==> config.mk <==
export PLATFORM = sky130hd
export DESIGN_NAME = ship_life_ctl
export DESIGN_NICKNAME = d
export VERILOG_FILES = /design/src/rtl/ship_life_ctl.sv
export SDC_FILE = /design/constraint.sdc
export NUM_CORES = 1
export LEC_CHECK = 0
export ABC_AREA = 1
export CAP_MARGIN = 30
export CELL_PAD_IN_SITES_DETAIL_PLACEMENT = 0
export CELL_PAD_IN_SITES_GLOBAL_PLACEMENT = 2
export CORE_MARGIN = 4
export CORE_UTILIZATION = 33
export DETAILED_ROUTE_END_ITERATION = 10
export PLACE_DENSITY = 0.89
export REMOVE_ABC_BUFFERS = 1
export SYNTH_ARGS = -nofsm -noshare
export SYNTH_HDL_FRONTEND = slang
export SYNTH_SLANG_ARGS = --single-unit
==> constraint.sdc <==
create_clock -name pclk -period 3.5 [get_ports pclk]
set_input_delay 0.35 -clock pclk [delete_from_list [all_inputs] [get_ports pclk]]
set_output_delay 0.35 -clock pclk [all_outputs]
set_load 0.01 [all_outputs]
==> src/rtl/ship_life_ctl.sv <==
// Ship life-cycle controller: hit -> explode -> respawn -> invulnerable blink -> clear latch.
// Tracks remaining lives and holds game over until reset.
module ship_life_ctl #(
  parameter int unsigned LIVES_INIT     = 3,
  parameter int unsigned EXPLODE_FRAMES = 32,
  parameter int unsigned BLINK_FRAMES   = 64,
  parameter int unsigned BLINK_HALF     = 4
) (
  input  logic       pclk,
  input  logic       rst,
  input  logic       hit_locked,
  input  logic       vsync,
  output logic       unlock,
  output logic [1:0] lives,
  output logic       ship_visible,
  output logic       ctrl_enable,
  output logic       respawn,
  output logic       game_over
);

  localparam int unsigned CNT_W   = 8;
  localparam int unsigned VIS_BIT = $clog2(BLINK_HALF);

  typedef enum logic [2:0] {
    ST_ALIVE     = 3'd0,
    ST_EXPLODE   = 3'd1,
    ST_RESPAWN   = 3'd2,
    ST_BLINK     = 3'd3,
    ST_CLEAR     = 3'd4,
    ST_GAME_OVER = 3'd5
  } state_t;

  state_t             state_q, state_d;
  logic [CNT_W-1:0]   cnt_q, cnt_d;
  logic [1:0]         lives_q, lives_d;
  logic               vs_q;
  logic               unlock_q, unlock_d;
  logic               vis_q, vis_d;
  logic               ctrl_q, ctrl_d;
  logic               resp_q, resp_d;
  logic               go_q, go_d;
  logic               tick_c;
  logic [CNT_W-1:0]   cnt_inc_c;

  assign tick_c    = vsync & ~vs_q;
  assign cnt_inc_c = cnt_q + CNT_W'(1);

  // State, counter, lives and registered outputs
  always_ff @(posedge pclk) begin
    if (rst) begin
      state_q  <= ST_ALIVE;
      cnt_q    <= '0;
      lives_q  <= 2'(LIVES_INIT);
      vs_q     <= 1'b0;
      unlock_q <= 1'b0;
      vis_q    <= 1'b1;
      ctrl_q   <= 1'b1;
      resp_q   <= 1'b0;
      go_q     <= 1'b0;
    end else begin
      state_q  <= state_d;
      cnt_q    <= cnt_d;
      lives_q  <= lives_d;
      vs_q     <= vsync;
      unlock_q <= unlock_d;
      vis_q    <= vis_d;
      ctrl_q   <= ctrl_d;
      resp_q   <= resp_d;
      go_q     <= go_d;
    end
  end

  // Next state, then outputs decoded from the state being entered
  always_comb begin
    state_d  = state_q;
    cnt_d    = cnt_q;
    lives_d  = lives_q;
    unlock_d = 1'b0;
    vis_d    = 1'b1;
    ctrl_d   = 1'b1;
    resp_d   = 1'b0;
    go_d     = 1'b0;

    case (state_q)
      ST_ALIVE: begin
        if (hit_locked) begin
          state_d = ST_EXPLODE;
          lives_d = (lives_q == 2'd0) ? 2'd0 : lives_q - 2'd1;
        end
      end
      ST_EXPLODE: begin
        if (tick_c) begin
          if (cnt_inc_c == CNT_W'(EXPLODE_FRAMES)) begin
            state_d = (lives_q == 2'd0) ? ST_GAME_OVER : ST_RESPAWN;
          end else begin
            cnt_d = cnt_inc_c;
          end
        end
      end
      ST_RESPAWN: state_d = ST_BLINK;
      ST_BLINK: begin
        if (tick_c) begin
          if (cnt_inc_c == CNT_W'(BLINK_FRAMES)) begin
            state_d = ST_CLEAR;
          end else begin
            cnt_d = cnt_inc_c;
          end
        end
      end
      ST_CLEAR: begin
        if (!hit_locked) begin
          state_d = ST_ALIVE;
        end
      end
      ST_GAME_OVER: state_d = ST_GAME_OVER;
      default: state_d = ST_ALIVE;
    endcase

    // Any state change restarts the frame count, swallowing a tick on the entry edge
    if (state_d != state_q) begin
      cnt_d = '0;
    end

    case (state_d)
      ST_EXPLODE: begin
        vis_d  = 1'b0;
        ctrl_d = 1'b0;
      end
      ST_RESPAWN: begin
        resp_d = 1'b1;
        vis_d  = 1'b0;
        ctrl_d = 1'b0;
      end
      ST_BLINK: vis_d = ~cnt_d[VIS_BIT];
      ST_CLEAR: unlock_d = 1'b1;
      ST_GAME_OVER: begin
        go_d   = 1'b1;
        vis_d  = 1'b0;
        ctrl_d = 1'b0;
      end
      default: ;
    endcase
  end

  assign unlock       = unlock_q;
  assign lives        = lives_q;
  assign ship_visible = vis_q;
  assign ctrl_enable  = ctrl_q;
  assign respawn      = resp_q;
  assign game_over    = go_q;

endmodule

==> results of run 1 <==
-- layer usage --
metal	GRT usage, %	wire length [µm]
met1	14.3	1160
met2	24.7	1340
met5	0	0
met3	2.38	57
met4	3.81	13
-- report_power, final --
part           leakage [nW]  internal [mW]  total (mW)  switching, mW
logic                 0.340         0.0194      0.0518         0.0325
clock network        0.0177         0.0425       0.110         0.0672
registers             0.155          0.222       0.228        0.00552
total                 0.512          0.284       0.389          0.105
-- worst max-delay path, stage by stage, from the launching register on --
cell     delay (ns)
dfxtp_1        0.44
ha_1           0.26
nand2_1        0.09
nand2_1        0.14
nand2_1        0.08
nor2_2         0.12
nand3_1        0.11
nor2_4         0.16
nand4_1        0.10
nand2_1        0.12
nand3_1        0.09
nand2_2        0.11
nand3_4        0.15
nor2_2         0.13
nor2_2         0.04
-- placed cells by master (no fill, tap or decap), drive strengths merged --
cell type / count
a21oi: 11
clkbuf: 3
clkdlybuf4s50: 10
clkinv: 2
dfxtp: 19
ha: 2
inv: 23
nand2: 57
nand3: 15
nand3b: 1
nand4: 7
nor2: 23
nor3: 1
o211ai: 1
o21ai: 4
o21bai: 1
o22ai: 1
-- stage by stage --
step                      util (%)  hold WS [ns]  setup WS [ns]  instance area (µm²)
after floorplan                  -         0.419           1.57                 1110
after global placement        40.5         0.476           1.18                 1270
after detailed placement      40.5         0.486           1.14                 1270
after CTS                     41.4         0.504           1.25                 1290
after global routing          41.4         0.519          0.988                 1290
final                         41.4         0.509           1.27                 1290
-- cells by family (layout without fill, tap and decap cells) --
| group | after synthesis | after routing | share of synthesized area [%] |
|---|---|---|---|
| DFF | 19 | 19 | 34.2 |
| and+or+nand+nor | 104 | 104 | 43.8 |
| buffers and inverters | 24 | 38 | 8.10 |
| adders and majority gates | 2 | 2 | 2.25 |
| AOI/OAI and AO/OA | 18 | 18 | 11.7 |
-- how the worst min path moves through the flow --
stage / end / slack, ns
6_report: cnt_q[7] / 0.51
5_1_grt: cnt_q[7] / 0.52
4_1_cts: cnt_q[7] / 0.50
3_3_place_gp: lives[0] / 0.48
3_5_place_dp: lives[0] / 0.49
2_1_floorplan: state_q[1] / 0.42
-- cell type report --
type | count | area [µm²] | share of cell area [%]
Clock buffer | 3 | 22.5 | 1.74
Multi-Input combinational cell | 124 | 642 | 49.6
Sequential cell | 19 | 380 | 29.4
Inverter | 24 | 90.1 | 6.96
Timing Repair Buffer | 10 | 100 | 7.73
Tap cell | 44 | 55.1 | 4.25
Clock inverter | 1 | 5.00 | 0.386
-- registers in the layout, summed over array words and instances, names as in the netlist --
| register | count |
|---|---|
| cnt_q | 8 |
| state_q | 3 |
| lives | 2 |
| ctrl_enable | 1 |
| game_over | 1 |
| respawn | 1 |
| ship_visible | 1 |
| unlock | 1 |
| vs_q | 1 |
==> results.md, run 1 <==
- Clk slew on worst S/H paths: 0.11 ns
- Fill cell count: 333
- Port Buf Inserts: 10
- Post-synth EDFFs: 0
- Crit path max fanout: 8
- Vias in the first global route: 1004
- Total Routed Length: 2580 µm
- Status: completed
- CP Launch Type: flop
- DRC violation total after the first TritonRoute iteration: 57
- Critical R2R Launch: cnt_q[1]
- Clock period minus final worst setup slack: 2.23 ns
- Pre-Repair DR Iteration Count: 4
- Die extent in y: 66.1 µm
- Crit Path Category: reg2reg
- Crit. Startpoint: cnt_q[1]
- Row count: 20
- Relative slew margins: 73.5%
- Post-CTS Setup Inserts: 0
- Routed WL per cell: 11.4 µm
- Leading area contributor after synthesis: dfxtp_1
- Synth cell count leaders: 55 x nand2_1, 22 x inv_1, 19 x dfxtp_1, 16 x nor2_1, 13 x nand3_1
- IO Pins: 11
- Resize count post-CTS: 0
- Ys async rst share: 0%
- Avg Cell Area, Syn: 6.66 µm²
- Setup_tns: 0 ns
- Cts hold-fix bufs: 0
- GRT Total Usage: 12.9%
- Die footprint: 4360 µm²
- DR vias: 1057
- HP Class: reg2reg
- Final Non-Filler Cells: 225
- # diodes: 0
- Endpoint type of the worst setup path: flop
- Clock sinks: 19
- CP endpoint: ship_visible
- Register area share after synthesis: 34.2%
- VDD IR-drop max: 190 µV
- Reg2reg end: ship_visible
- Final setup fails: 0
- Hold Crit Depth: 2
- Grt ovf: 0
- Initial antenna violation count: 0
- Max Root-Sink Buffers: 2
- Clk_skew: 0.00509 ns
- Max Clk Rate: 449 MHz
- Placed Cells: 221
- Yosys cell types: 23
- Worst-Margin Slew: 0.394 ns
- CTS tree: built
- Post-DP HPWL: 2090 µm
- Flop-to-flop setup slack: 1.27 ns
- H-tree depth: 1
- #FFs+latches synth: 19
- Leakage: 0.512 nW
- Data arrival time of the worst path: 2.42 ns
- Largest net degree at the start of global routing: 12
- Final ANT Viol Nets: 0
- CTS root buf: clkbuf_4
- Yosys warnings: 0
- Final-report hold violation count: 0
- RSZ-0062 raised after global routing: no
- Power, Total: 389 µW
- Clk_lat worst skew: 0.29 ns
- Gpl congestion: 0.824
- Starting Density: 35.6%
- Synth Instances: 167
- Die width: 66.1 µm
- Worst Reg2Reg Path Length in Cells: 14
- CTS buffer count: 3
- First-pass GRT wire length: 4370 µm
- Layout area overhead: 16.4%
- Most common cell in the netlist: nand2_1
- Top post-synthesis cells by area: dfxtp_1 34%, nand2_1 19%, inv_1 7.4%
- Core Region: 3130 µm²
- Vias/cell: 4.70
- Crit share post-route: 63.6%
- P per Cell Area: 300 nW/µm²
- Area share of the largest cell type after synthesis: 34.2%
- CP required: 3.70 ns
- Synth Cell Area: 1110 µm²
- Nets: 188
- Residual DRC: 0
- Maxcap violations: 0
- Beginning of the worst hold path: cnt_q[7]
- Fin. max-slew vios: 0
- Main flop type after synthesis: dfxtp_1
- Fraction of layout cells with a size suffix above 1: 13.8%
Note: power is estimated with default switching activity, not from simulation.
==> run 2, diff against run 1 <==
- CORE_UTILIZATION: 33 -> 27
- PLACE_DENSITY: 0.89 -> 0.78
- clock period: 3.5 -> 2 ns (I/O delays scaled with it)
==> run 2 against run 1 <==
  * Flip-flop and latch count did not move
  * Cell area rose by 23%
  * Register-to-register slack got worse by 1.3 ns
  * Count of clock-buffer cells in the layout rose by 1
  * Largest cell class unchanged
==> results.md, run 2 (synthesized netlist as in run 1, its figures left out) <==
- Psw: 195 µW
- Die extent in y: 72.2 µm
- Residual DRC: 0
- First-pass GRT wire length: 5010 µm
- Clock share of power: 33.1%
- CTS tree: built
- Crit path max fanout: 8
- IO Pins: 11
- Routed WL per cell: 12.4 µm
- Clock sinks: 19
- M3 GR Usage: 3.19%
- GRT Max-Usage Layer: met2
- Final setup fails: 0
- Core Region: 4000 µm²
- Max Clk Rate: 503 MHz
- Flop-to-flop setup slack: 0.01 ns
- GR Util met2: 21.4%
- Die footprint: 5210 µm²
- Reg power frac: 51.0%
- Worst setup margin: 0.0121 ns
- Design area: 1600 µm²
- Post-DP HPWL: 2320 µm
- Most frequent cells in the layout: 40 x nand2_1, 21 x inv_1, 17 x buf_4
- Commonest non-fill, non-tap cell in the layout: nand2_1
- Status: completed
- Clk_lat worst skew: 0.25 ns
- Worst Reg2Reg Path Length in Cells: 14
- GR met1 Demand/Resource: 14.4%
- Clk_skew: 0.00421 ns
- Die width: 72.2 µm
- CP dominant cell by count: nor2_4
- Relative slew margins: 67.1%
- Clock period minus final worst setup slack: 1.99 ns
- Fraction of layout cells with a size suffix above 1: 36.2%
- Final ANT Viol Nets: 0
- Buf/Inv on CP: 0
- Pre-Repair DR Iteration Count: 4
- Post-Place Setup Slack: -0.125 ns
- Data arrival time of the worst path: 2.13 ns
- Port Buf Inserts: 10
- Crit. Startpoint: cnt_q[0]
- HP Class: reg2reg
- Final Non-Filler Cells: 249
- Gpl congestion: 0.891
- Row count: 23
- Worst hold margin: 0.487 ns
- Worst path depth: 14
- # diodes: 0
- CTS root buf: clkbuf_8
- Maxcap violations: 0
- Largest net degree at the start of global routing: 11
- H-tree depth: 1
- Max Root-Sink Buffers: 2
- CTS buffer count: 3
- Area after DPL: 1370 µm²
- CP delay by family, top: simple AND/OR/NAND/NOR gates
- GRT Total Usage: 11.9%
- Grt ovf: 0
- CP Launch Type: flop
- Slowest stage delay, CP: 0.36 ns
- Switching portion of total power: 25.1%
- Total Routed Length: 3080 µm
- Worst-Margin Slew: 0.490 ns
- Crit Path Category: reg2reg
- Logic pwr share: 15.9%
- Initial antenna violation count: 0
- Cts hold-fix bufs: 0
- CP required: 2.15 ns
- Crit share post-route: 99.4%
- Most flops, register: cnt_q
- Slowest library cell on the worst path: dfxtp_4
- VDD IR-drop max: 433 µV
- RSZ-0062 raised after global routing: yes
- Vias in the first global route: 1123
- CP endpoint: ship_visible
- Fin. max-slew vios: 0
- Clk slew on worst S/H paths: 0.07 ns
- Nets: 206
- Max FFs per register: 8
- Critical path, cell by cell: ha_4, nand3_4, nand2_4, nand2_4, nor2_4, nand2_2, nor2_4, nand3_2, a21oi_4, nand3_2, nand2_2, nand3_4, nor2_4, nor2_2
- P per Cell Area: 487 nW/µm²
- Leakage: 0.617 nW
- Endpoint type of the worst setup path: flop
- Reg2reg end: ship_visible
- Critical R2R Launch: cnt_q[0]
- DRC violation total after the first TritonRoute iteration: 38
- Starting Density: 27.8%
- DR vias: 1160
- P_int: 582 µW
- Vias/cell: 4.66
- Placed Cells: 240
- Final-report hold violation count: 0
- Layout area overhead: 43.4%
## run 2: what timing repair did
action,in CTS,in global routing
setup buffers,1,4
pin swaps,4,15
setup endpoints to repair,10,11
resized for setup,11,30
## run 2: stage by stage
stage	power, mW	TNS [ns]	utilization [%]
global route	0.818	-0.652	39.9
finish	0.778	0	39.9
detailed placement	0.512	-0.666	34.3
global placement	0.512	-0.498	34.3
CTS	0.777	-0.0146	36.5
floorplan	0.462	0	-
## run 2: final cells by class
class                      count  area, µm²
tap                           50       62.6
multi-input combinational    124        767
timing repair buffer          28        239
inverter                      24       90.1
sequential                    19        392
clock buffer                   4       45.0
fill                         432       2400
## run 2: worst register-to-register path: stages (launching register included)
cell and delay (ns):
dfxtp_4 0.36, ha_4 0.17, nand3_4 0.09, nand2_4 0.09
nand2_4 0.06, nor2_4 0.12, nand2_2 0.07, nor2_4 0.14
nand3_2 0.12, a21oi_4 0.19, nand3_2 0.09, nand2_2 0.09
nand3_4 0.15, nor2_4 0.13, nor2_2 0.03
## run 2: how the worst min path moves through the flow
stage / cells after the start / start / end / slack, ns
2_1_floorplan: 1 / rst / state_q[1] / 0.27
3_3_place_gp: 2 / lives[1] / lives[0] / 0.48
3_5_place_dp: 2 / lives[1] / lives[0] / 0.49
4_1_cts: 3 / vsync / vs_q / 0.49
5_1_grt: 3 / vsync / vs_q / 0.52
6_report: 2 / lives[1] / lives[0] / 0.49
## run 2: power groups by stage
stage	Sequential [mW]	Combinational [mW]	Clock, mW
after floorplan	0.408	0.0540	0
after global placement	0.406	0.106	0
after detailed placement	0.406	0.106	0
after CTS	0.398	0.109	0.269
after global routing	0.398	0.136	0.284
final	0.397	0.124	0.257
## run 2: per-layer routing
| metal | up-vias | share of wire, % | wire [µm] |
|---|---|---|---|
| met5 | - | 0 | 0 |
| met1 | 547 | 45 | 1400 |
| met3 | 4 | 2.0 | 63 |
| met2 | 14 | 51 | 1590 |
| li1 | 595 | - | - |
| met4 | 0 | 0.91 | 28 |
